[config.mk]
export PLATFORM = sky130hd
export DESIGN_NAME = cla_sum_serializer
export DESIGN_NICKNAME = d
export VERILOG_FILES = /design/src/rtl/cla_sum_serializer.sv
export SDC_FILE = /design/constraint.sdc
export NUM_CORES = 1
export LEC_CHECK = 0
export CORE_MARGIN = 4
export CORE_UTILIZATION = 23
export DETAILED_ROUTE_END_ITERATION = 8
export SLEW_MARGIN = 0
export SYNTH_ARGS = -nofsm -noshare
export SYNTH_HDL_FRONTEND = slang
export SYNTH_SLANG_ARGS = --single-unit
[constraint.sdc]
create_clock -name CLK -period 1.45 [get_ports CLK]
set_clock_uncertainty 0.05 [all_clocks]
set_input_delay 0.29 -clock CLK [delete_from_list [all_inputs] [get_ports CLK]]
set_output_delay 0.29 -clock CLK [all_outputs]
set_load 0.05 [all_outputs]
[src/rtl/cla_sum_serializer.sv]
// Serializes a parallel CLA result word as a framed LSB-first bitstream:
// start bit, WIDTH data bits, optional even-parity bit, stop bit.
module cla_sum_serializer #(
    parameter int WIDTH     = 6,
    parameter bit PARITY_EN = 1'b0
) (
    input  logic             CLK,
    input  logic             RST_N,
    input  logic [WIDTH-1:0] DIN,
    input  logic             DIN_VALID,
    output logic             DIN_READY,
    output logic             SOUT,
    output logic             SOUT_FRAME,
    output logic             BUSY,
    output logic             DONE
);

    localparam int                CNT_W    = $clog2(WIDTH + 1);
    localparam logic [CNT_W-1:0]  LAST_BIT = CNT_W'(WIDTH - 1);

    typedef enum logic [2:0] {IDLE, START, DATA, PARITY, STOP} state_t;

    state_t           state;
    logic [CNT_W-1:0] bit_cnt;
    logic [WIDTH-1:0] shreg;
    logic             par_bit;
    logic             take;

    assign take = DIN_VALID && DIN_READY;

    // Every output is registered with the value belonging to the state being entered.
    always_ff @(posedge CLK or negedge RST_N) begin
        if (!RST_N) begin
            state      <= IDLE;
            bit_cnt    <= '0;
            shreg      <= '0;
            par_bit    <= 1'b0;
            SOUT       <= 1'b1;
            SOUT_FRAME <= 1'b0;
            BUSY       <= 1'b0;
            DONE       <= 1'b0;
            DIN_READY  <= 1'b0;
        end else begin
            DONE <= 1'b0;
            case (state)
                IDLE, STOP: begin
                    if (take) begin
                        state      <= START;
                        shreg      <= DIN;
                        par_bit    <= ^DIN;
                        bit_cnt    <= '0;
                        SOUT       <= 1'b0;
                        SOUT_FRAME <= 1'b1;
                        BUSY       <= 1'b1;
                        DIN_READY  <= 1'b0;
                    end else begin
                        state      <= IDLE;
                        SOUT       <= 1'b1;
                        SOUT_FRAME <= 1'b0;
                        BUSY       <= 1'b0;
                        DIN_READY  <= 1'b1;
                    end
                end
                START: begin
                    state <= DATA;
                    SOUT  <= shreg[0];
                    shreg <= shreg >> 1;
                end
                DATA: begin
                    bit_cnt <= bit_cnt + CNT_W'(1);
                    if (bit_cnt == LAST_BIT) begin
                        if (PARITY_EN) begin
                            state <= PARITY;
                            SOUT  <= par_bit;
                        end else begin
                            state     <= STOP;
                            SOUT      <= 1'b1;
                            DONE      <= 1'b1;
                            DIN_READY <= 1'b1;
                        end
                    end else begin
                        SOUT  <= shreg[0];
                        shreg <= shreg >> 1;
                    end
                end
                PARITY: begin
                    state     <= STOP;
                    SOUT      <= 1'b1;
                    DONE      <= 1'b1;
                    DIN_READY <= 1'b1;
                end
                default: begin
                    state      <= IDLE;
                    SOUT       <= 1'b1;
                    SOUT_FRAME <= 1'b0;
                    BUSY       <= 1'b0;
                    DIN_READY  <= 1'b1;
                end
            endcase
        end
    end

endmodule

# ---- Yosys cells after proc, flatten, opt, wreduce, memory -nomap -nowiden
# Index checks and enable logic that the tools add are counted.
dict set report word_totals {
  ff_bits 16
  inputBits 9
  out_inout_bits 5
  elab_cells 43
}
dict set report classes {
  n_addsub 1
  eq_ne 8
  muxes 17
  bitwise 1
  reduce_logical 9
}
# operator n
set op_table {}
lappend op_table {{case mux 6 bit (3 select lines)} 1}
lappend op_table {{2-to-1 mux 6 bit} 2}
lappend op_table {{case mux 3 bit (4 select lines)} 1}
lappend op_table {{== test 3 x 2 -> 1 bit, second input constant} 2}
lappend op_table {{== test 3 bit, second input constant} 2}
lappend op_table {{2-to-1 mux 1 bit} 6}
lappend op_table {{2-to-1 mux 3 bit} 2}
lappend op_table {{!= test 2 bit, second input constant} 3}
lappend op_table {{case mux 1 bit (3 select lines)} 2}
lappend op_table {{case mux 3 bit (2 select lines)} 1}
lappend op_table {{case mux 1 bit (2 select lines)} 2}
lappend op_table {{AND reduction 2 bit} 2}
lappend op_table {{adder 3 x 1 -> 3 bit, second input constant} 1}
lappend op_table {{== test 3 x 1 -> 1 bit, second input constant} 1}
lappend op_table {{zero test 3 bit} 1}
lappend op_table {{AND reduction 3 bit} 1}
lappend op_table {{nonzero test 3 bit} 1}
lappend op_table {{OR reduction 3 bit} 1}
lappend op_table {{nonzero test 2 bit} 1}
lappend op_table {{OR reduction 2 bit} 1}
lappend op_table {{logical AND 1 bit} 1}
lappend op_table {{inverter 1 bit} 1}

# ---- Logic depth before layout (Yosys ltp)
# Gate-level depths: netlist of run 1.
dict set report depth {
  word_depth 4
  ltp_mapped 5
  ltp_nobuf 5
}

# ---- Least setup slack after synthesis of run 1
# No wires, ideal clock.
dict set report synth_path {
  path_kind {reg2reg}
  from {register DIN_READY}
  to {register shreg[5]}
  setup_ps 79
  arrival_time_ps 1446
  t_required_ps 1321
  slack_ps -125
  stages_incl_launch_ff 5
  path_buffers 1
  period_less_slack_ps 1575
  path_cell_list {dfrtp_1 > nor4bb_1 > buf_2 > a211o_4 > mux2i_1}
}
dict set report synth_between {
  elab_chain_cells 3
}
# element line
set synth_rtl {}
lappend synth_rtl {{from (decl)} 11} ;# output logic DIN_READY,
lappend synth_rtl {{from (signal assigned)} 42} ;# DIN_READY <= 1'b0;
lappend synth_rtl {{from (signal assigned)} 55} ;# DIN_READY <= 1'b0;
lappend synth_rtl {{from (signal assigned)} 61} ;# DIN_READY <= 1'b1;
lappend synth_rtl {{logical AND 1 bit} 29} ;# assign take = DIN_VALID && DIN_READY;
lappend synth_rtl {{!= test 2 bit (no source line)} n/a}
lappend synth_rtl {{AND reduction 3 bit (no source line)} n/a}
lappend synth_rtl {{to (signal assigned)} 67} ;# shreg <= shreg >> 1;
lappend synth_rtl {{to (signal assigned)} 83} ;# shreg <= shreg >> 1;
lappend synth_rtl {{to (decl)} 25} ;# logic [WIDTH-1:0] shreg;
# Every way passes these cells.
# A chain may end at the register's enable or synchronous reset.

# ---- Worst setup path after layout of run 1
dict set report layout_path {
  from {register DIN_READY}
  to {register shreg[3]}
}
# Same word-level chain as after synthesis.

==> impl_results.md, run 1 <==
- Pre-CTS WS: -170.6 ps
- Largest net degree at the start of global routing: 18
- Synth Area in Compound Gates: between 20 and 30%
- Leakage power: 0.0005503 µW
- Hold_buf cts: 0
- Arrival @ worst endpoint: 1530 ps
- Non-Filler Instances: 156
- Initial antenna violation count: 0
- Synth area leaders: dfrtp_1, a2111oi_0, o21ai_0
- Syn_nets: 93
- Worst path cell trace: nor4bb_4 > buf_6 > buf_12 > a2111oi_4 > a31oi_4
- Area leader, netlist: dfrtp_1
- Die H: just under 70 µm
- Flop-to-flop setup slack: -4 ps
- Unrepaired setup endpoints after global routing: yes
- Via count: a little under 800
- Nets: around 120
- Placed Cells: 147
- Crit Path Class: reg -> reg
- Largest family of logic cells by synthesized area: compound AO/OA/AOI/OAI gates
- CP top delay family: compound AO/OA/AOI/OAI gates
- P&R area growth vs syn: 57.41%
- Core Region: 3468 µm²
- CTS buffer count: 3
- Initial core utilization: 24.82%
- Max cap viols: 0
- Placer Congestion: 0.8015
- Largest stage delay on the critical path: 400 ps
- Slew Viols, Final: 0
- GRT Util Overall: 8.962%
- Synth top area share: a little over two fifths
- Worst-path clk slew: 70 ps
- CTS tree: yes
- Synth Area in Simple Gates: 12.79%
- Die span in x: approximately 70 µm
- Sequential share of the synthesized area: between 40% and 50%
- Vias in the first global route: between 700 and 800
- Post-synthesis mux area share: 3.488%
- Distinct cell type count after synthesis: 29
- Slew HR: about 72%
- Fillers: approximately 330
- Io pins: 14
- Final period util: 100.3%
- Critical Path End Type: flop
- Mapped Cells: a little over 80
- First-pass DRT Iterations: 4
- Area of the multi-input gates: slightly below 500 µm²
- Worst path bufs/invs: 2
- CP Data Required Time: 1520 ps
- Worst setup SP type: flop
- Mapped Area: 860.8 µm²
- Failing checks: setup timing
- Die area: 4785 µm²
- Peak supply drop: about 600 µV
- Core Rows: 21
- Congestion Overflow GR: 0
- First-pass GRT wire length: roughly 3500 µm
- Antenna Cells: 0
- Setup WS post-layout: -3.805 ps
- Clock buffer depth: 2
- Final hold vios: 0
- Iter 0 DRT Violations: 80
- Crit path time final: between 1000 and 1500 ps
- Remaining antenna violation count: 0
- PwrDens: 2558 nW/µm²
- Clock Tree Root: clkbuf_8
- Input/output buffers: 13
- Syn Area/Cell: 10.50 µm²
- Post-synthesis register bit count: 16
- Vias per inst: 4.968
- Status: finished with violations
- Setup violators final: 1
- Yosys synthesis warning count: 0
- Reg area: 405.4 µm²
- DRC: 0
- DP HPWL: 1365 µm
- H-tree levels: 1
- Worst-margin pin slew: between 400 and 500 ps
- Total clock sinks: 16
- Post-route cell area: 1355 µm²
- Clk_lat worst skew: 250 ps
- WL final: about 2200 µm
- Fmax: 687.9 MHz
- Routed WL per cell: between 10 and 15 µm
- Placed cell area: around 1100 µm²
- HP Class: in -> async
- Post-Synth XOR/XNOR Area: under 10%
- Layout cells sized above 1: 40.00%
- Critical Path Fanout Max: 8
- Adder-cell share of the synthesized area: 2.907%
- Slowest CP cell: dfrtp_2
==> routing by layer <==
layer	GRT usage (%)	wire (µm)	vias to the layer above
li1	-	-	366
met1	9.743	848	379
met3	3.913	138	6
met4	3.471	44	0
met2	15.25	1215	24
met5	0	0	-
==> stage by stage <==
step | util, % | hold WS, ps | TNS [ps] | total power, µW
final | 39.07 | 308.0 | -3.805 | 3467
after global placement | 33.04 | 460.6 | -1074 | 2519
after CTS | 35.14 | 319.8 | 0 | 3050
after global routing | 39.07 | 338.5 | -199.2 | 3685
after floorplan | - | -55.59 | 0 | 1926
after detailed placement | 33.04 | 447.7 | -1226 | 2556
==> area by class of cell <==
cell class,count,share of cell area [%]
multi-input combinational,56,36.57
sequential,16,29.92
timing repair buffer,30,24.10
tap,46,4.247
clock buffer,4,4.063
inverter,4,1.108
==> Yosys cell counts <==
master	instances
a2111oi_0	5
a211o_4	1
a21boi_4	1
a21oi_1	4
a31oi_1	5
a32o_1	1
buf_2	2
buf_4	3
buf_6	1
dfrtp_1	15
dfstp_2	1
ha_1	2
inv_1	4
mux2i_1	3
nand2_1	1
nand2b_1	1
nand3_1	6
nor2_1	4
nor2b_1	1
nor3_1	4
nor3b_2	1
nor4bb_1	1
o211ai_1	1
o21ai_0	7
o2bb2ai_1	3
o31ai_1	1
or2_2	1
xnor2_1	1
xor2_1	1
==> cell families after synthesis <==
group           Yosys count
compound gates           29
mux                       3
xor+xnor                  2
fa+ha+maj                 2
buf+inv                  10
flops                    16
simple gates             20
==> registers in the layout, indices dropped and copies added (netlist names) <==
name,flops
BUSY,1
DIN_READY,1
DONE,1
SOUT,1
bit_cnt,3
shreg,6
state,3
==> power breakdown <==
group	total (µW)	switching, µW	internal [µW]
combinational	2160	1080	1080
clock	404	163	241
sequential	904	228	676
==> final timing paths <==
path / from / endpoint / cells after the start
max: DIN_READY$_DFFE_PN0P_ / shreg[3]$_DFFE_PN0P_ / 5
max in group asynchronous: RST_N / SOUT$_DFF_PN1_ / 2
max reg2reg: DIN_READY$_DFFE_PN0P_ / shreg[3]$_DFFE_PN0P_ / 5
min in group CLK: DIN_VALID / state[0]$_DFFE_PN0P_ / 3
min reg2reg: shreg[0]$_DFFE_PN0P_ / SOUT$_DFF_PN1_ / 2
min: RST_N / BUSY$_DFFE_PN0N_ / 2
==> layout by cell type (no fill, tap or decap), types with 3 or more instances in the layout <==
| master | count |
|---|---|
| dfrtp_1 | 12 |
| o21ai_0 | 6 |
| mux2i_1 | 3 |
| o2bb2ai_1 | 3 |
| nor2_1 | 3 |
| a31oi_1 | 4 |
| clkbuf_8 | 4 |
| nor3_1 | 4 |
| clkdlybuf4s50_1 | 7 |
| buf_12 | 6 |
| a21oi_1 | 4 |
| a2111oi_2 | 3 |
| nand3_1 | 6 |
| buf_4 | 15 |
| dfrtp_2 | 3 |
| inv_1 | 3 |
==> timing repair <==
| item | in CTS | in global routing |
|---|---|---|
| buffers inserted | 0 | 5 |
| endpoints found under the setup margin | 3 | 7 |
| endpoints found under the hold margin | 0 | 0 |
| pin swaps | 0 | 6 |
| gates resized for setup | 7 | 18 |
| gates cloned | 0 | 0 |
==> worst register-to-register path: stages (launching register included) <==
cell and delay (ps):
dfrtp_2 400, nor4bb_4 160, buf_6 150, buf_12 120, a2111oi_4 380, a31oi_4 60
Note: power is estimated with default switching activity, not from simulation.
==> run 2: changes to the inputs <==
Settings changed: SKIP_CTS_REPAIR_TIMING set to 1.
Clock period 1.45 ns to 1.9 ns, I/O delays scaled along.
==> run 2 against run 1 <==
  * The run now ends clean
  * Combinational power fell by 53%
  * Hold slack improved by 87 ps
  * Clock power fell by 25%
  * Worst setup slack gained 310 ps
  * Final cell count down 8.3%
  * Critical path type unchanged
  * Critical endpoint is now shreg[2]$_DFFE_PN0P_
==> impl_results.md, run 2 (synthesis gave the netlist of run 1 again) <==
- Max cap viols: 0 (unchanged)
- Routed WL per cell: 13.42 µm (-6.8%)
- Global Route met1 Usage: 9.195% (-0.55 points)
- Arrival @ worst endpoint: 1660 ps (+130 ps)
- Reg area: 401.6 µm² (-0.93%)
- Largest net degree at the start of global routing: 17 (-1)
- Non-Filler Instances: 143 (-8.3%)
- Unrepaired setup endpoints after global routing: no
- Io pins: 14 (unchanged)
- Commonest non-fill, non-tap cell in the layout: dfrtp_1
- Placer Congestion: 0.7798 (-2.7%)
- GRT Util Overall: 8.112% (-0.85 points)
- Max reg flops: 6 (unchanged)
- Final Core Density: 31.06% (-8.0 points)
- Setup violators final: 0 (-1)
- Crit path time final: 1595 ps (+141.3 ps)
- Via count: 690 (-11%)
- Vias in the first global route: 684 (-9.4%)
- First-pass GRT wire length: 3208 µm (-7.9%)
- Final period util: 83.96% (-16 points)
- Most flop-heavy register: shreg
- Core Region: 3468 µm² (unchanged)
- Peak supply drop: 395.1 µV (-34%)
- DRC: 0 (unchanged)
- Flop-to-flop setup slack: 300 ps (+310 ps)
- Remaining antenna violation count: 0 (unchanged)
- Die span in x: 69.18 µm (unchanged)
- H-tree levels: 1 (unchanged)
- Leakage power: 0.0004394 µW (-20%)
- Worst-margin pin slew: 453.8 ps (+36.34 ps)
- Setup TNS: 0 ps (+3.805 ps)
- DP HPWL: 1416 µm (+3.7%)
- Final hold vios: 0 (unchanged)
- Die area: 4785 µm² (unchanged)
- Worst setup SP type: flop
- Clock buffer depth: 2 (unchanged)
- Placed Cells: 139 (-5.4%)
- CP Data Required Time: 1960 ps (+440 ps)
- Largest regs: shreg (6), bit_cnt (3), state (3)
- PwrDens: 1860 nW/µm² (-27%)
- CTS buffer count: 3 (unchanged)
- CTS tree: yes
- Worst-path clk slew: 60 ps (about the same)
- Congestion Overflow GR: 0 (unchanged)
- Slew Viols, Final: 0 (unchanged)
- Clk_lat worst skew: 250 ps (about the same)
- First-pass DRT Iterations: 4 (unchanged)
- Most frequent cells in the layout: dfrtp_1, buf_4, clkdlybuf4s50_1
- Slew HR: 68.97% (-3.2 points)
- Met3 usage: 4.203% (+0.29 points)
- Area of the multi-input gates: 400.4 µm² (-19%)
- Input/output buffers: 13 (unchanged)
- Initial antenna violation count: 0 (unchanged)
- Initial core utilization: 24.82% (unchanged)
- Critical Path End Type: flop
- Vias per inst: 4.825 (-2.9%)
- P&R area growth vs syn: 25.14%
- Die H: 69.18 µm (unchanged)
- Core Rows: 21 (unchanged)
- Critical Path Fanout Max: 8 (unchanged)
- WL final: 1919 µm (-15%)
- Nets: 109 (-11%)
- Antenna Cells: 0 (unchanged)
- Fmax: 626.9 MHz (-8.9%)
- Status: complete, no violations
- Total clock sinks: 16 (unchanged)
- GRT met2 Usage: 14.09% (-1.2 points)
- Layout cells sized above 1: 18.56% (-21 points)
- HP Class: in -> async
- Clock Tree Root: clkbuf_8
- Iter 0 DRT Violations: 80 (unchanged)
- Most used routing layer: met2
- Fillers: 367 (+11%)
- Crit Path Class: reg -> reg
==> run 2: per-stage QoR <==
step           hold slack (ps)  setup slack, ps  total power, µW  cell area [µm²]
2_1_floorplan            34.41            324.9             1468            860.8
3_3_place_gp             464.8            145.3             1669             1022
3_5_place_dp             454.9            137.9             1712             1022
4_1_cts                  402.9            318.8             2021             1077
5_1_grt                  410.6            240.0             2158             1077
6_report                 395.1            304.8             2004             1077
==> run 2: final timing paths <==
check                                  startpoint              endpoint  cells past startpoint
setup / recovery           bit_cnt[1]$_DFFE_PN0P_  shreg[2]$_DFFE_PN0P_                      5
hold / removal                              RST_N  state[0]$_DFFE_PN0P_                      2
setup reg to reg           bit_cnt[1]$_DFFE_PN0P_  shreg[2]$_DFFE_PN0P_                      5
hold reg to reg              shreg[0]$_DFFE_PN0P_        SOUT$_DFF_PN1_                      2
max in group asynchronous                   RST_N        SOUT$_DFF_PN1_                      2
min in group CLK             shreg[0]$_DFFE_PN0P_        SOUT$_DFF_PN1_                      2
==> run 2: critical path: stages, from the launching register on <==
cell	delay (ps)
dfrtp_1	410
inv_1	80
ha_1	210
a21boi_4	110
a2111oi_0	500
a31oi_1	90
==> run 2: report_power, final <==
group | leakage (µW) | total, µW | internal [µW] | switching (µW)
Sequential | 0.000195 | 678 | 509 | 169
Combinational | 0.000216 | 1020 | 419 | 604
Clock | 0.0000288 | 303 | 184 | 119
==> run 2: layout make-up <==
cell class                 count  share of cell area (%)
clock buffer                   4                   5.110
inverter                       4                   1.394
multi-input combinational     56                   37.17
sequential                    16                   37.28
tap                           46                   5.343
timing repair buffer          17                   13.71
==> run 2: routing by layer <==
layer  vias to the layer above  wire length, µm
li1                        338                -
met1                       326              799
met2                        24              966
met3                         2              146
met4                         0                6
met5                         -                0
==> run 3: changes to the inputs <==
Clock period 1.9 ns to 1.6 ns, I/O delays scaled along.
==> run 3 against run 2 <==
  * Worst setup slack got worse by 230 ps
  * Non-clock buffer count grew 4
  * Wire length grew 0.68%
  * Utilization rose by 3.3 points
  * First-iteration DRC count decreased by 33%
  * Sequential share of layout area down 3.6 points
  * Register-to-register slack worse by 230 ps
  * Clock-buffer cell count unchanged
  * Sequential power is 20% higher
  * Die area did not move
  * Critical path type unchanged
  * Largest cell class is now multi-input combinational cells
==> impl_results.md, run 3 (synthesis gave the netlist of run 1 again) <==
- Status: complete, no violations
- HP Class: in -> async
- Cell-internal power: 1539 µW (+38%)
- Metal1 wirelength: 799 µm (unchanged)
- Max reg flops: 6 (unchanged)
- Clock buffer depth: 2 (unchanged)
- Slew HR: 68.88% (-0.089 points)
- Worst-margin pin slew: 464.8 ps (+11.03 ps)
- Total Power: 2663 µW (+33%)
- Commonest non-fill, non-tap cell in the layout: dfrtp_1
- Arrival @ worst endpoint: 1650 ps (about the same)
- Placer Congestion: 0.8257 (+5.9%)
- Clock share of power: 13.5% (-1.6 points)
- Clk_lat worst skew: 250 ps (about the same)
- WL met3: 88 µm (-40%)
- Setup violators final: 0 (unchanged)
- Congestion Overflow GR: 0 (unchanged)
- Total clock sinks: 16 (unchanged)
- Peak supply drop: 556.3 µV (+41%)
- Io pins: 14 (unchanged)
- Core Region: 3468 µm² (unchanged)
- Remaining antenna violation count: 0 (unchanged)
- Routed WL per cell: 13.14 µm (-2.1%)
- GRT Util Overall: 8.701% (+0.59 points)
- Setup WS post-layout: 77.90 ps (-226.9 ps)
- Largest net degree at the start of global routing: 17 (unchanged)
- Final period util: 95.13% (+11 points)
- Die area: 4785 µm² (unchanged)
- Die span in x: 69.18 µm (unchanged)
- Reg power frac: 30.5% (-3.3 points)
- CTS buffer count: 3 (unchanged)
- Most flop-heavy register: shreg
- Final Core Density: 34.38% (+3.3 points)
- Vias per inst: 4.864 (+0.80%)
- CTS tree: yes
- Switching Share: 42.21% (-2.3 points)
- Routed met2 length: 1010 µm (+4.6%)
- CP Data Required Time: 1730 ps (-230 ps)
- Via count: 715 (+3.6%)
- Comb pwr share: 56.0% (+4.9 points)
- First-pass GRT wire length: 3332 µm (+3.9%)
- Pre-CTS WS: -108.8 ps (-246.7 ps)
- Core Rows: 21 (unchanged)
- Slew Viols, Final: 0 (unchanged)
- First-pass DRT Iterations: 4 (unchanged)
- Crit Path Class: reg -> reg
- Most frequent cells in the layout: dfrtp_1, clkdlybuf4s50_1, buf_4
- Highest metal used: met4
- Fmax: 657.0 MHz (+4.8%)
- Placed Cells: 143 (+2.9%)
- Final hold slack: 340.4 ps (-54.63 ps)
- Worst setup SP type: flop
- Initial core utilization: 24.82% (unchanged)
- DRC: 0 (unchanged)
- Vias in the first global route: 712 (+4.1%)
- Crit path time final: 1522 ps (-73.06 ps)
- Clock Tree Root: clkbuf_8
- Input/output buffers: 13 (unchanged)
- Largest regs: shreg (6), bit_cnt (3), state (3)
- Critical Path Fanout Max: 8 (unchanged)
- H-tree levels: 1 (unchanged)
- Layout cells sized above 1: 24.75% (+6.2 points)
- Critical Path End Type: flop
- DP HPWL: 1435 µm (+1.4%)
- Max cap viols: 0 (unchanged)
- P&R area growth vs syn: 38.52%
- Non-Filler Instances: 147 (+2.8%)
- Worst-path clk slew: 60 ps (about the same)
- Antenna Cells: 0 (unchanged)
- Final hold vios: 0 (unchanged)
- WL final: 1932 µm (+0.68%)
- Nets: 113 (+3.7%)
- Iter 0 DRT Violations: 54 (-33%)
- Initial antenna violation count: 0 (unchanged)
- Die H: 69.18 µm (unchanged)
- Switching power: 1124 µW (+26%)
- Leakage power: 0.0004823 µW (+9.8%)
- PwrDens: 2234 nW/µm² (+20%)
-- run 3: changes by cell type in the layout (fill, tap and decap cells not counted) --
cell,change
buf_12,+5
xor2_2,+1
xor2_1,-1
a2111oi_0,-4
a2111oi_1,+2
a2111oi_2,+2
buf_4,-1
-- run 3: power by group through the flow --
stage                     combinational, µW  sequential (µW)  clock [µW]
after floorplan                         880              864           0
after global placement                 1400              799           0
after detailed placement               1450              808           0
after CTS                              1450              804         377
after global routing                   1630              841         393
final                                  1490              813         360
-- run 3: path summary, 6_finish.rpt --
check | from | end | slack, ps | cells past startpoint
worst max-delay path | bit_cnt[0]$_DFFE_PN0P_ | shreg[5]$_DFFE_PN0P_ | 80 | 4
worst min-delay path | RST_N | DIN_READY$_DFFE_PN0P_ | 340 | 2
worst max register to register | bit_cnt[0]$_DFFE_PN0P_ | shreg[5]$_DFFE_PN0P_ | 80 | 4
worst min register to register | shreg[0]$_DFFE_PN0P_ | SOUT$_DFF_PN1_ | 490 | 2
max in group asynchronous | RST_N | SOUT$_DFF_PN1_ | 900 | 2
min in group CLK | shreg[0]$_DFFE_PN0P_ | SOUT$_DFF_PN1_ | 490 | 2
-- run 3: per-stage QoR --
stage | instance area (µm²) | TNS (ps)
2_1_floorplan | 860.8 | 0
3_3_place_gp | 1115 | -167.1
3_5_place_dp | 1115 | -366.8
4_1_cts | 1170 | -5.716
5_1_grt | 1192 | -10.88
6_report | 1192 | 0
-- run 3: cell type report --
type / instances / area (µm²)
clock buffer: 4 / 55.05
tap: 46 / 57.56
multi-input combinational: 56 / 422.9
inverter: 4 / 15.01
sequential: 16 / 401.6
timing repair buffer: 21 / 240.2
fill: 377 / 2276
-- run 3: per-layer routing --
metal | up-vias | GRT usage (%)
li1 | 346 | -
met4 | 0 | 4.338
met2 | 13 | 14.19
met3 | 4 | 3.913
met1 | 352 | 9.511
met5 | - | 0
-- run 3: critical path, cell delays in order (launching register included) --
cell and delay (ps):
dfrtp_1 430, ha_1 260, a21boi_4 290, a211o_4 230, mux2i_1 190
